<file path="src/rtl/io_pkg.sv">
// Shared constants for the board input conditioning path.
package io_pkg;

  // 10 ms at 100 MHz.
  localparam int DEBOUNCE_CYCLES_DEFAULT = 1_000_000;
  localparam int SW_WIDTH_DEFAULT        = 16;
  // Short qualification window so simulations stay small.
  localparam int DEBOUNCE_CYCLES_SIM     = 4;

endpackage

</file>
<file path="src/rtl/io_input_conditioner_debounce.sv">
// debounce_cell: 2-FF synchroniser, stability counter, rising-commit pulse.
// A change is accepted once the synchronised input has held one new value
// for CYCLES consecutive qualifying edges; any movement restarts the count.
module debounce_cell #(
  parameter int WIDTH  = 1,
  parameter int CYCLES = 4
) (
  input  logic             clk,
  input  logic             reset,
  input  logic [WIDTH-1:0] raw,
  output logic [WIDTH-1:0] stable,
  output logic             rise
);

  localparam int             CW      = $clog2(CYCLES);
  localparam logic [CW-1:0]  CNT_MAX = CW'(CYCLES - 1);

  logic [WIDTH-1:0] s1_q,     s1_d;
  logic [WIDTH-1:0] s2_q,     s2_d;
  logic [WIDTH-1:0] s2_dly_q, s2_dly_d;
  logic [WIDTH-1:0] stable_q, stable_d;
  logic [CW-1:0]    count_q,  count_d;
  logic             rise_q,   rise_d;
  logic             commit;

  // Next state: synchroniser shift, qualification counter, commit.
  always_comb begin
    s1_d     = raw;
    s2_d     = s1_q;
    s2_dly_d = s2_q;
    stable_d = stable_q;
    count_d  = count_q;
    commit   = 1'b0;
    // Nothing pending, or input still moving (covers bounce between two
    // different non-stable vector values): restart qualification.
    if (s2_q == stable_q || s2_q != s2_dly_q) begin
      count_d = '0;
    end else if (count_q == CNT_MAX) begin
      commit   = 1'b1;
      stable_d = s2_q;
      count_d  = '0;
    end else begin
      count_d = count_q + 1'b1;
    end
    // Only a 0->1 commit produces a pulse; releases just move the level.
    rise_d = commit & (|(s2_q & ~stable_q));
  end

  // State register; reset clears everything immediately.
  always_ff @(posedge clk or negedge reset) begin
    if (!reset) begin
      s1_q     <= '0;
      s2_q     <= '0;
      s2_dly_q <= '0;
      stable_q <= '0;
      count_q  <= '0;
      rise_q   <= 1'b0;
    end else begin
      s1_q     <= s1_d;
      s2_q     <= s2_d;
      s2_dly_q <= s2_dly_d;
      stable_q <= stable_d;
      count_q  <= count_d;
      rise_q   <= rise_d;
    end
  end

  assign stable = stable_q;
  assign rise   = rise_q;

endmodule

</file>
<file path="src/rtl/io_input_conditioner.sv">
// io_input_conditioner: debounces the two buttons and the switch bus for
// the memory-mapped IO unit. Buttons become single-cycle press pulses.
module io_input_conditioner
  import io_pkg::*;
#(
  parameter int DEBOUNCE_CYCLES = DEBOUNCE_CYCLES_DEFAULT,
  parameter int SW_WIDTH        = SW_WIDTH_DEFAULT
) (
  input  logic                clk,
  input  logic                reset,
  input  logic                btnL_raw,
  input  logic                btnR_raw,
  input  logic [SW_WIDTH-1:0] sw_raw,
  output logic                buttonL,
  output logic                buttonR,
  output logic [SW_WIDTH-1:0] switch,
  output logic [1:0]          btn_level
);

  logic [1:0] btn_rise;
  logic       sw_rise_unused;

  // Buttons: index 0 = left, 1 = right; independent, may pulse together.
  debounce_cell #(.WIDTH(1), .CYCLES(DEBOUNCE_CYCLES)) u_btn [1:0] (
    .clk    (clk),
    .reset  (reset),
    .raw    ({btnR_raw, btnL_raw}),
    .stable (btn_level),
    .rise   (btn_rise)
  );

  // Switch bus: level only, the pulse output has no consumer.
  debounce_cell #(.WIDTH(SW_WIDTH), .CYCLES(DEBOUNCE_CYCLES)) u_sw (
    .clk    (clk),
    .reset  (reset),
    .raw    (sw_raw),
    .stable (switch),
    .rise   (sw_rise_unused)
  );

  assign buttonL = btn_rise[0];
  assign buttonR = btn_rise[1];

endmodule

</file>
<file path="config.mk">
export PLATFORM = sky130hd
export DESIGN_NAME = io_input_conditioner
export DESIGN_NICKNAME = d
export VERILOG_FILES = /design/src/rtl/io_pkg.sv /design/src/rtl/io_input_conditioner_debounce.sv /design/src/rtl/io_input_conditioner.sv
export SDC_FILE = /design/constraint.sdc
export NUM_CORES = 1
export LEC_CHECK = 0
export BUFFER_PORTS_ARGS = -buffer_cell sky130_fd_sc_hd__buf_2
export CAP_MARGIN = 20
export CORE_MARGIN = 2
export CORE_UTILIZATION = 40
export DETAILED_ROUTE_END_ITERATION = 7
export HOLD_SLACK_MARGIN = 0.15
export PLACE_DENSITY_LB_ADDON = 0.1
export SYNTH_ARGS = -nofsm -noshare
export SYNTH_HDL_FRONTEND = slang
export SYNTH_SLANG_ARGS = --single-unit
</file>
<file path="constraint.sdc">
create_clock -name clk -period 5.5 [get_ports clk]
set_clock_uncertainty 0.1 [all_clocks]
set_input_delay 0.275 -clock clk [delete_from_list [all_inputs] [get_ports clk]]
set_output_delay 0.275 -clock clk [all_outputs]
set_load 0.02 [all_outputs]
</file>
**Word level (Yosys, flattened, before mapping)**

Cells that the tools add are included.

- Register bits: 134
- Bits of input ports: 20
- Logic and storage cells: 54

- Add/sub/neg operators: 3
- Equal/unequal tests: 9
- Muxes and demuxes: 10
- Bitwise logic cells: 9
- Reduce and logical (&&, ||, !) cells: 6

Operators by type and width:

| cell | count |
|---|---|
| $mux W20 | 6 |
| $add A20 B1 Y20 const B | 3 |
| $eq A20 B20 Y1 const B | 3 |
| $eq A16 B16 Y1 | 1 |
| $ne A16 B16 Y1 | 1 |
| $reduce_and A2 Y1 | 3 |
| $not A1 Y1 | 5 |
| $and A1 B1 Y1 | 4 |
| $mux W1 | 4 |
| $logic_or A1 B1 Y1 | 3 |
| $eq A1 B1 Y1 | 2 |
| $ne A1 B1 Y1 | 2 |

**Logic depth before layout (Yosys ltp)**

Gate-level depths: netlist of run 1.

- Word-level depth: 4
- Mapped depth: 9
- Depth with buffers taken out: 6

**By module**

A second synthesis of run 1 with hierarchy kept.

- Cells, all modules: 483
- Area, all modules: 5863.1 um^2

By module, submodules not included:

| module | instances | cells each | area each (um^2) |
|---|---|---|---|
| debounce_cell (u_sw) | 1 | 251 | 3443.3 |
| debounce_cell (u_btn[0] ...) | 2 | 116 | 1209.9 |

**Least setup slack after synthesis of run 1**

No wires, ideal clock.

- Kind: flip-flop to flip-flop
- From: register u_sw.stable_q[12] (netlist: u_sw.stable[12])
- To: register u_sw.stable_q[10] (netlist: u_sw.stable[10])
- Library setup time: 125 ps
- Arrival: 1713 ps
- Data required time: 5275 ps
- Path slack: 3562 ps
- Stages on the path, launching flop included: 7
- Path buffers: 1
- Clock period less this slack: 1938 ps
- Cells stage by stage: dfrtp_1 > xor2_1 > nor4_1 > nand4_1 > nand3_4 > buf_6 > mux2_4

- Word-level cells in the longest chain between the ends: 4

Ends and longest elaborated chain:

| element | RTL line | source |
|---|---|---|
| from (decl) | io_input_conditioner_debounce.sv:21 | `logic [WIDTH-1:0] stable_q, stable_d;` |
| from (signal assigned) | io_input_conditioner_debounce.sv:62 | `stable_q <= stable_d;` |
| $eq A16 B16 Y1 | io_input_conditioner_debounce.sv:36 | `if (s2_q == stable_q \|\| s2_q != s2_dly_q) begin` |
| $logic_or A1 B1 Y1 | io_input_conditioner_debounce.sv:36 |  |
| $not A1 Y1 (no line) | -- |  |
| $reduce_and A2 Y1 (no line) | -- |  |

Every way passes these cells.
A chain may end at the register's enable or synchronous reset.

**Worst setup path after layout of run 1**

- From: register u_sw.s2_q[14] (netlist: u_sw.s2_dly_d[14])
- To: register u_sw.count_q[15]

- Word-level cells in the longest chain between the ends: 3

Ends and longest elaborated chain:

| element | RTL line | source |
|---|---|---|
| from (decl) | io_input_conditioner_debounce.sv:19 | `logic [WIDTH-1:0] s2_q, s2_d;` |
| from (signal assigned) | io_input_conditioner_debounce.sv:53 | `s2_q <= '0;` |
| from (signal assigned) | io_input_conditioner_debounce.sv:60 | `s2_q <= s2_d;` |
| $eq A16 B16 Y1 / $ne A16 B16 Y1 (equally long branches) | io_input_conditioner_debounce.sv:36 |  |
| $logic_or A1 B1 Y1 (*) | io_input_conditioner_debounce.sv:36 |  |
| $mux W20 (*) | io_input_conditioner_debounce.sv:36 |  |
| net u_sw.count_d[15] | io_input_conditioner_debounce.sv:22 | `logic [CW-1:0] count_q, count_d;` |
| to (signal assigned) | io_input_conditioner_debounce.sv:63 | `count_q <= count_d;` |
| to (decl) | io_input_conditioner_debounce.sv:22 |  |

Mark *: on every way through the listed nets, which the timed path passes. The rest lies on a longest branch.

==> out/metrics.csv, run 1 <==
metric;value;unit
part of the power in registers;0.458;
final core utilization;0.4980;
#FFs+latches synth;134;
H-tree levels;4;
Antenna Violating Nets Remaining;0;
DP Worst Slack;3.207;ns
Final Hold Fails;0;
Nets;535;
Seq/Total Area, Yosys;0.6150;
Final min period;2.262;ns
number of port buffers;39;
primary flip-flop cell chosen by synthesis mapping;dfrtp_1;
post-synth top area share;0.6150;
drt total wl;9690;µm
worst-margin pin slew;0.9232;ns
DRT Pass-1 Iters;4;
Clock Latency Late Sink;0.42;ns
most frequent cell after synthesis;dfrtp_1;
vias per cell;4.744;
drt wl/cell;13.86;µm
Die W;120.8;µm
largest area contributor in the netlist;dfrtp_1;
Synth Area in Simple Gates;0.1723;
Vias;3316;
Setup Total Neg Slack;0;ns
EDFF count, synth;0;
Setup CP Type;flip-flop to flip-flop;
global route overflow;0;
share of layout cells above drive strength 1;0.1816;
number of global-route vias before repair;3442;
average cell area after synthesis;12.34;µm²
die area;14580;µm²
dpl cell area;5822;µm²
IO Pins;40;
Compound-Gate Fraction of Synth Area;0;
unrepaired setup endpoints after global routing;false;
CP endpoint kind;flip-flop;
area delta synth->final;21.43;%
main combinational cell family by area after synthesis;simple AND/OR/NAND/NOR gates;
row cnt;42;
CTS tree;done;
Total GRT Usage;0.1540;
Die Height;120.8;µm
Max-Cap Viols;0;
Cell Pwr Density;338.2;nW/µm²
Clk network pwr share;0.512;
fmax;442.0;MHz
global-route wire length before repair;17230;µm
FFs w/ async S/R, synth;1.000;
Internal Pwr Total;1.772;mW
Worst EP arrival;2.43;ns
synthesized area;5453;µm²
top cells by count, synth;134 x dfrtp_1, 72 x nor2_1, 46 x xor2_1;
Worst EP required;5.66;ns
Pleak;2.962;nW
total CTS buffers;17;
# fillers;1203;
crit path max fanout;20;
YS warnings;0;
Area contributors post-synth;dfrtp_1 61%, xor2_1 7.4%, xnor2_1 6.7%;
Slew HR;0.3846;
Logic pwr share;0.031;
largest net degree at the start of global routing;76;
Worst-path clk slew;0.06;ns
Period Utilization, post-route;0.4113;
final setup fails;0;
post-synthesis mux area share;0.04406;
Tightest Hold Check Type;flip-flop to flip-flop;
design area;6621;µm²
post-synthesis cell type count;32;
Cells after Synth;442;
Final GP Congestion;0.7255;
clk root buf;clkbuf_16;
CTS Sinks;134;
Synth Area in Adders;0.01147;
number of DRC markers in iteration 0;131;
area of the core;13300;µm²
Initial Util;0.4101;
Critical Path Source Type;flip-flop;
sw power;0.4672;mW
switching share of power;0.2086;
max-slew violations;0;
# DRC;0;
CTS Buffer Depth;2;
Post-Synth XOR/XNOR Area;0.1413;
diode count;0;
Final WS setup;3.238;ns
initial antenna violation count;0;
syn_nets;467;
status;finished, final reports clean;
largest vdd supply drop;197.0;µV
post-DP HPWL;6212;µm
Final Hold Slack;0.2451;ns
==> routing by layer <==
layer,part of all wire,track usage,wire (µm),vias up
met1,0.51,0.2180,4908,1648
met4,0.012,0.06759,121,0
li1,-,-,-,1610
met3,0.035,0.04434,343,11
met2,0.45,0.2196,4316,47
met5,0,0,0,-
==> logic make-up (layout without fill, tap and decap cells) <==
family	after synthesis	count (layout)
simple gates	180	180
flops	134	134
buf+inv	17	98
mux	18	18
xor+xnor	88	88
fa+ha+maj	5	5
==> registers in the layout, summed over array words and instances, names as in the netlist <==
signal	cells
u_sw.count_q	20
u_btn.stable	2
u_btn.count_q	40
u_sw.s1_q	16
u_btn.s2_dly_d	2
u_btn.s1_q	2
u_btn.rise	2
u_sw.s2_dly_d	16
u_sw.stable	16
u_btn.s2_dly_q	2
u_sw.s2_dly_q	16
==> critical path, stage by stage (launching register included) <==
cell and delay [ns]:
dfrtp_1 0.43, xor2_1 0.17, nor4_1 0.42, nand4_1 0.27, nand3_1 0.60, nor2_1 0.12
==> through the flow <==
step	total power, mW	std cells
2_1_floorplan	1.066	442
3_3_place_gp	1.102	648
3_5_place_dp	1.103	648
4_1_cts	2.277	699
5_1_grt	2.332	699
6_report	2.239	699
==> power groups by stage <==
stage	registers (mW)	logic, mW	clock network, mW
after detailed placement	1.04	0.0603	0
final	1.03	0.0685	1.15
after CTS	1.03	0.0715	1.18
after global routing	1.03	0.0790	1.22
after global placement	1.04	0.0602	0
after floorplan	1.04	0.0273	0
==> final cells by class <==
cell class | instances | area, µm² | share of cell area
Clock buffer | 20 | 456.7 | 0.06897
Clock inverter | 12 | 152.6 | 0.02305
Inverter | 7 | 26.28 | 0.003968
Multi-Input combinational cell | 291 | 2013 | 0.3040
Sequential cell | 134 | 3353 | 0.5064
Tap cell | 176 | 220.2 | 0.03326
Timing Repair Buffer | 59 | 399.1 | 0.06028
==> placed cells by master, fill, tap and decap left out, drive strengths merged, types with 4 or more instances in the layout <==
master | synthesis | routed
nand2b | 4 | 4
xor2 | 46 | 46
nor3 | 8 | 8
dlygate4sd3 | 0 | 19
buf | 9 | 40
nand2 | 19 | 19
nor4 | 10 | 10
ha | 5 | 5
clkbuf | 1 | 20
xnor2 | 42 | 42
nor2 | 72 | 72
dfrtp | 134 | 134
mux2 | 18 | 18
nor4b | 4 | 4
and3 | 8 | 8
clkinv | 0 | 5
and2 | 5 | 5
inv | 7 | 7
nand3 | 23 | 23
clkinvlp | 0 | 4
nand4 | 17 | 17
==> repair_timing <==
action,in CTS,in global routing
hold endpoints to repair,77,0
buffers inserted,0,0
resized for setup,0,0
hold buffers,19,0
==> final timing paths <==
path | end | cells after the start | start | slack [ns]
max in group asynchronous | u_sw.count_q[2] | 3 | reset | 3.68
worst min register to register | u_sw.s2_dly_d[6] | 0 | u_sw.s1_q[6] | 0.25
min in group asynchronous | u_sw.stable[5] | 2 | reset | 0.30
worst max register to register | u_sw.count_q[15] | 5 | u_sw.s2_dly_d[14] | 3.24
worst max-delay path | u_sw.count_q[15] | 5 | u_sw.s2_dly_d[14] | 3.24
worst min-delay path | u_sw.s2_dly_d[6] | 0 | u_sw.s1_q[6] | 0.25
No activity file was read; power rests on OpenSTA's default activity.
==> run 2: changes to the inputs <==
--- a/config.mk
+++ b/config.mk
@@ -5,6 +5,7 @@
 export SDC_FILE = /design/constraint.sdc
 export NUM_CORES = 1
 export LEC_CHECK = 0
+export ABC_AREA = 1
 export BUFFER_PORTS_ARGS = -buffer_cell sky130_fd_sc_hd__buf_2
 export CAP_MARGIN = 20
 export CORE_MARGIN = 2
==> constraint.sdc (replaced) <==
create_clock -name clk -period 2.1 [get_ports clk]
set_clock_uncertainty 0.1 [all_clocks]
set_input_delay 0.105 -clock clk [delete_from_list [all_inputs] [get_ports clk]]
set_output_delay 0.105 -clock clk [all_outputs]
set_load 0.02 [all_outputs]
==> run 2 against run 1 <==
  * Critical path depth is 4 higher
  * Hold slack worse by 0.015 ns
  * Design area is 10% higher
  * Die area is 12% higher
  * Clock power is 150% higher
  * Setup slack worse by 3.0 ns
  * Critical path type unchanged
==> out/metrics.csv, run 2 <==
metric;value;unit
met3 WL;427;µm
Antenna Violating Nets Remaining;0;
syn_nets;687;
CTS Sinks;134;
CTS tree;done;
Worst EP arrival;2.08;ns
initial antenna violation count;0;
instance count on the critical path;9;
max layer used;met4;
area of the core;15090;µm²
DRT Pass-1 Iters;6;
multi-input logic area;2336;µm²
Vias;4493;
post-synth top area share;0.5487;
number of global-route vias before repair;4268;
row cnt;45;
primary flip-flop cell chosen by synthesis mapping;dfrtp_1;
share of layout cells above drive strength 1;0.1702;
EDFF count, synth;0;
Final min period;1.912;ns
Critical Path Source Type;flip-flop;
global-route wire length before repair;20430;µm
Slowest cell on crit path;dfrtp_1;
Slew HR;0.6760;
max FFs per register;40;
Max-Cap Viols;0;
crit-path cells;inv_2, nand2_1, nand2_1, nor2_1, nand2_1, nor2_2, nand2_2, nand3_4, nor2_1;
YS warnings;0;
largest reg by FF count;u_btn.count_q;
synthesized area;6111;µm²
#FFs+latches synth;134;
FFs w/ async S/R, synth;1.000;
largest net degree at the start of global routing;51;
drt total wl;11770;µm
worst-margin pin slew;0.4860;ns
post-DP HPWL;8193;µm
Worst-path clk slew;0.05;ns
H-tree levels;4;
Cell Pwr Density;790.4;nW/µm²
Worst EP required;2.27;ns
Final WS setup;0.1880;ns
r2r startpoint;u_sw.s2_dly_d[0];
die area;16280;µm²
status;finished, final reports clean;
CP bufs+invs;1;
metal1 wirelength;5597;µm
area delta synth->final;19.51;%
# DRC;0;
Setup CP Type;flip-flop to flip-flop;
number of post-CTS setup repair buffers;0;
Initial Util;0.4050;
post-synthesis cell type count;36;
diode count;0;
Clock Latency Late Sink;0.41;ns
average cell area after synthesis;9.231;µm²
Tightest Hold Check Type;input port to flip-flop;
Worst R2R Path Depth;9;
number of DRC markers in iteration 0;278;
Nets;765;
CP Launch Point;u_sw.s2_dly_d[0];
Hold Path Cell Cnt;2;
drt wl/cell;12.52;µm
max-slew violations;0;
number of port buffers;39;
IO Pins;40;
wire length on met2;5595;µm
largest area contributor in the netlist;dfrtp_1;
# fillers;1411;
Regs by FF count;u_btn.count_q x40, u_sw.count_q x20;
CP top delay family;simple AND/OR/NAND/NOR gates;
slowest stage delay, CP;0.46;ns
clk root buf;clkbuf_16;
Final Hold Fails;0;
DP Worst Slack;0.2076;ns
Seq/Total Area, Yosys;0.5487;
Final Hold Slack;0.2298;ns
Pleak;3.302;nW
CTS Buffer Depth;2;
Die Height;127.6;µm
CP endpoint kind;flip-flop;
commonest non-fill, non-tap cell in the layout;nand2_1;
total CTS buffers;17;
Area contributors post-synth;dfrtp_1 55%, nand2_1 8.3%, nor2_1 6.0%;
top cells by count, synth;135 x nand2_1, 134 x dfrtp_1, 97 x nor2_1;
fmax;523.0;MHz
hold path startpoint;btnR_raw;
most frequent cell after synthesis;nand2_1;
crit path max fanout;17;
vias per cell;4.780;
Period Utilization, post-route;0.9105;
Final GP Congestion;0.8741;
final setup fails;0;
most used cell, CP;nand2_1;
FF/Latch Area;3353;µm²
Die W;127.6;µm
global route overflow;0;
Cells after Synth;662;
unrepaired setup endpoints after global routing;false;
Setup Total Neg Slack;0;ns
largest vdd supply drop;660.1;µV
most frequent cells in the layout;135 x nand2_1, 134 x dfrtp_1, 97 x nor2_1;
Total GRT Usage;0.1586;
==> run 2: final timing paths <==
check | slack [ns] | to
worst max register to register | 0.19 | u_sw.count_q[12]
worst min-delay path | 0.23 | u_btn[1].s1_q
min in group asynchronous | 0.64 | u_sw.s1_q[0]
worst min register to register | 0.25 | u_sw.s2_dly_d[13]
worst max-delay path | 0.19 | u_sw.count_q[12]
max in group asynchronous | 0.58 | u_sw.count_q[19]
==> run 2: report_power, final <==
group          total (mW)  switching, mW  internal, mW
Sequential           2.69         0.0439          2.64
Combinational       0.216          0.122        0.0948
Clock                2.87           1.04          1.83
==> run 2: cell type report <==
cell class              count  area share
multi-input cells         436      0.3199
flip-flops and latches    134      0.4591
well taps                 188     0.03221
inverters                  82     0.04283
clock buffers              23     0.06544
clock inverters             8     0.01353
repair buffers             69     0.06699
==> run 2: what timing repair did <==
action,in CTS,in global routing
hold buffers,20,0
resized for setup,0,0
endpoints found under the hold margin,152,0
setup endpoints to repair,0,0
==> run 2: per-stage QoR <==
| stage | instances | utilization | power, mW | area [µm²] |
|---|---|---|---|---|
| CTS | 940 | 0.4840 | 5.862 | 7303 |
| detailed placement | 889 | 0.4325 | 2.927 | 6526 |
| finish | 940 | 0.4840 | 5.772 | 7303 |
| global route | 940 | 0.4840 | 6.024 | 7303 |
| floorplan | 662 | - | 2.813 | 6111 |
| global placement | 889 | 0.4325 | 2.923 | 6526 |
==> run 2: logic make-up after synthesis <==
kind of cell / after synthesis / synth area share
and+or+nand+nor: 356 / 0.2844
DFF: 134 / 0.5487
buffers and inverters: 92 / 0.06900
xor gates and xnor gates: 39 / 0.05590
AOI/OAI and AO/OA: 36 / 0.03174
adders and majority gates: 5 / 0.01024
==> run 2: per-layer routing <==
| layer | vias to the layer above | GRT usage |
|---|---|---|
| li1 | 2269 | - |
| met1 | 2132 | 0.2130 |
| met2 | 82 | 0.2472 |
| met3 | 10 | 0.04690 |
| met4 | 0 | 0.05301 |
| met5 | - | 0 |
==> run 3: changes to the inputs <==
==> constraint.sdc (replaced) <==
create_clock -name clk -period 2.2 [get_ports clk]
set_clock_uncertainty 0.1 [all_clocks]
set_input_delay 0.11 -clock clk [delete_from_list [all_inputs] [get_ports clk]]
set_output_delay 0.11 -clock clk [all_outputs]
set_load 0.02 [all_outputs]
==> run 3 against run 2 <==
  * Global-route usage fell by 0.12 points
  * Setup slack improved by 0.13 ns
  * Non-clock buffer count shrank 5
  * Clock power grew 4%
  * Largest cell class unchanged
  * Count of clock-buffer cells in the layout stayed put
  * Power is 0.24% lower
==> out/metrics.csv, run 3 (synthesis results as in run 2) <==
metric;value;unit
Critical Path Source Type;flip-flop;
final setup fails;0;
number of port buffers;39;
CP endpoint kind;flip-flop;
Reg-to-Reg End;u_btn[0].count_q[18];
Worst EP required;2.40;ns
crit path max fanout;10;
CP Launch Point;u_btn[0].count_q[0];
largest reg by FF count;u_btn.count_q;
total CTS buffers;17;
Die Height;127.6;µm
number of post-CTS setup repair buffers;0;
CTS Hold Bufs;19;
Total GRT Usage;0.1575;
global-route wire length before repair;20320;µm
Internal Pwr Total;4.589;mW
drt wl/cell;12.49;µm
most frequent cells in the layout;135 x nand2_1, 134 x dfrtp_1, 97 x nor2_1;
switching share of power;0.2032;
fmax;530.5;MHz
Max-Cap Viols;0;
vias per cell;4.733;
final core utilization;0.4854;
area delta synth->final;19.86;%
CTS Sinks;134;
largest vdd supply drop;548.7;µV
max-slew violations;0;
Worst R2R Setup Slack;0.31;ns
Worst EP arrival;2.09;ns
drt total wl;11700;µm
clk root buf;clkbuf_16;
largest net degree at the start of global routing;59;
Worst R2R Path Depth;10;
Worst-path clk slew;0.06;ns
# DRC;0;
Clock Latency Late Sink;0.42;ns
Cell Pwr Density;786.2;nW/µm²
global route overflow;0;
r2r startpoint;u_btn[0].count_q[0];
Final GP Congestion;0.8470;
Setup Total Neg Slack;0;ns
row cnt;45;
Tightest Hold Check Type;input port to async pin;
Slew HR;0.6197;
status;finished, final reports clean;
initial antenna violation count;0;
unrepaired setup endpoints after global routing;false;
number of global-route vias before repair;4310;
post-DP HPWL;8048;µm
worst-margin pin slew;0.5705;ns
Vias;4430;
Clk network pwr share;0.519;
IO Pins;40;
commonest non-fill, non-tap cell in the layout;nand2_1;
Regs by FF count;u_btn.count_q x40, u_sw.count_q x20;
Nets;760;
Initial Util;0.4050;
sw power;1.170;mW
number of DRC markers in iteration 0;169;
CTS tree;done;
Pleak;3.311;nW
Logic pwr share;0.036;
share of layout cells above drive strength 1;0.1671;
Period Utilization, post-route;0.8569;
Final min period;1.885;ns
die area;16280;µm²
area of the core;15090;µm²
DRT Pass-1 Iters;4;
CTS Buffer Depth;2;
H-tree levels;4;
Final Hold Fails;0;
part of the power in registers;0.445;
post-CTS sizing;0;
diode count;0;
Setup CP Type;flip-flop to flip-flop;
max FFs per register;40;
Die W;127.6;µm
Antenna Violating Nets Remaining;0;
-- run 3: worst max-delay path by stage --
stage	end	depth (start not counted)
3_3_place_gp	u_sw.count_q[18]	7
2_1_floorplan	u_sw.stable[11]	9
3_5_place_dp	u_sw.count_q[3]	7
4_1_cts	u_btn[0].count_q[16]	10
6_report	u_btn[0].count_q[18]	10
5_1_grt	u_btn[0].count_q[18]	10
-- run 3: area by class of cell --
| class | count | area (µm²) |
|---|---|---|
| well taps | 188 | 235.2 |
| clock inverters | 9 | 147.6 |
| flip-flops and latches | 134 | 3353 |
| repair buffers | 64 | 461.7 |
| fillers | 1380 | 7765 |
| inverters | 82 | 312.8 |
| multi-input cells | 436 | 2336 |
| clock buffers | 23 | 478.0 |
-- run 3: layer usage --
| layer | track usage | up-vias | part of all wire |
|---|---|---|---|
| met5 | 0 | - | 0 |
| met4 | 0.06529 | 0 | 0.017 |
| met3 | 0.04188 | 14 | 0.029 |
| met2 | 0.2526 | 66 | 0.47 |
| met1 | 0.2031 | 2080 | 0.48 |
| li1 | - | 2270 | - |
-- run 3: per-stage QoR --
stage / worst slack [ns] / cells / instance area, µm² / hold slack (ns) / power (mW)
floorplan: 0.5961 / 662 / 6111 / -0.2856 / 2.685
global placement: 0.3265 / 885 / 6509 / 0.02336 / 2.790
detailed placement: 0.3049 / 885 / 6509 / 0.03102 / 2.795
CTS: 0.2963 / 936 / 7325 / 0.1513 / 5.847
global route: 0.1396 / 936 / 7325 / 0.1809 / 5.986
finish: 0.3148 / 936 / 7325 / 0.1322 / 5.759
-- run 3: worst max-delay path, stage by stage, from the launching register on --
cell and delay [ns]:
dfrtp_1 0.37, ha_1 0.19, nand3_1 0.16, inv_1 0.09, nand2_1 0.08, nor2_2 0.18, nand3_1 0.12, nand2_2 0.22
inv_2 0.11, o21ai_1 0.10, nor2_1 0.05
-- run 3: power by group through the flow --
| stage | clock, mW | combinational [mW] | sequential, mW |
|---|---|---|---|
| after floorplan | 0 | 0.0894 | 2.60 |
| after detailed placement | 0 | 0.187 | 2.61 |
| after global placement | 0 | 0.183 | 2.61 |
| final | 2.99 | 0.206 | 2.56 |
| after global routing | 3.18 | 0.240 | 2.57 |
| after CTS | 3.07 | 0.214 | 2.56 |
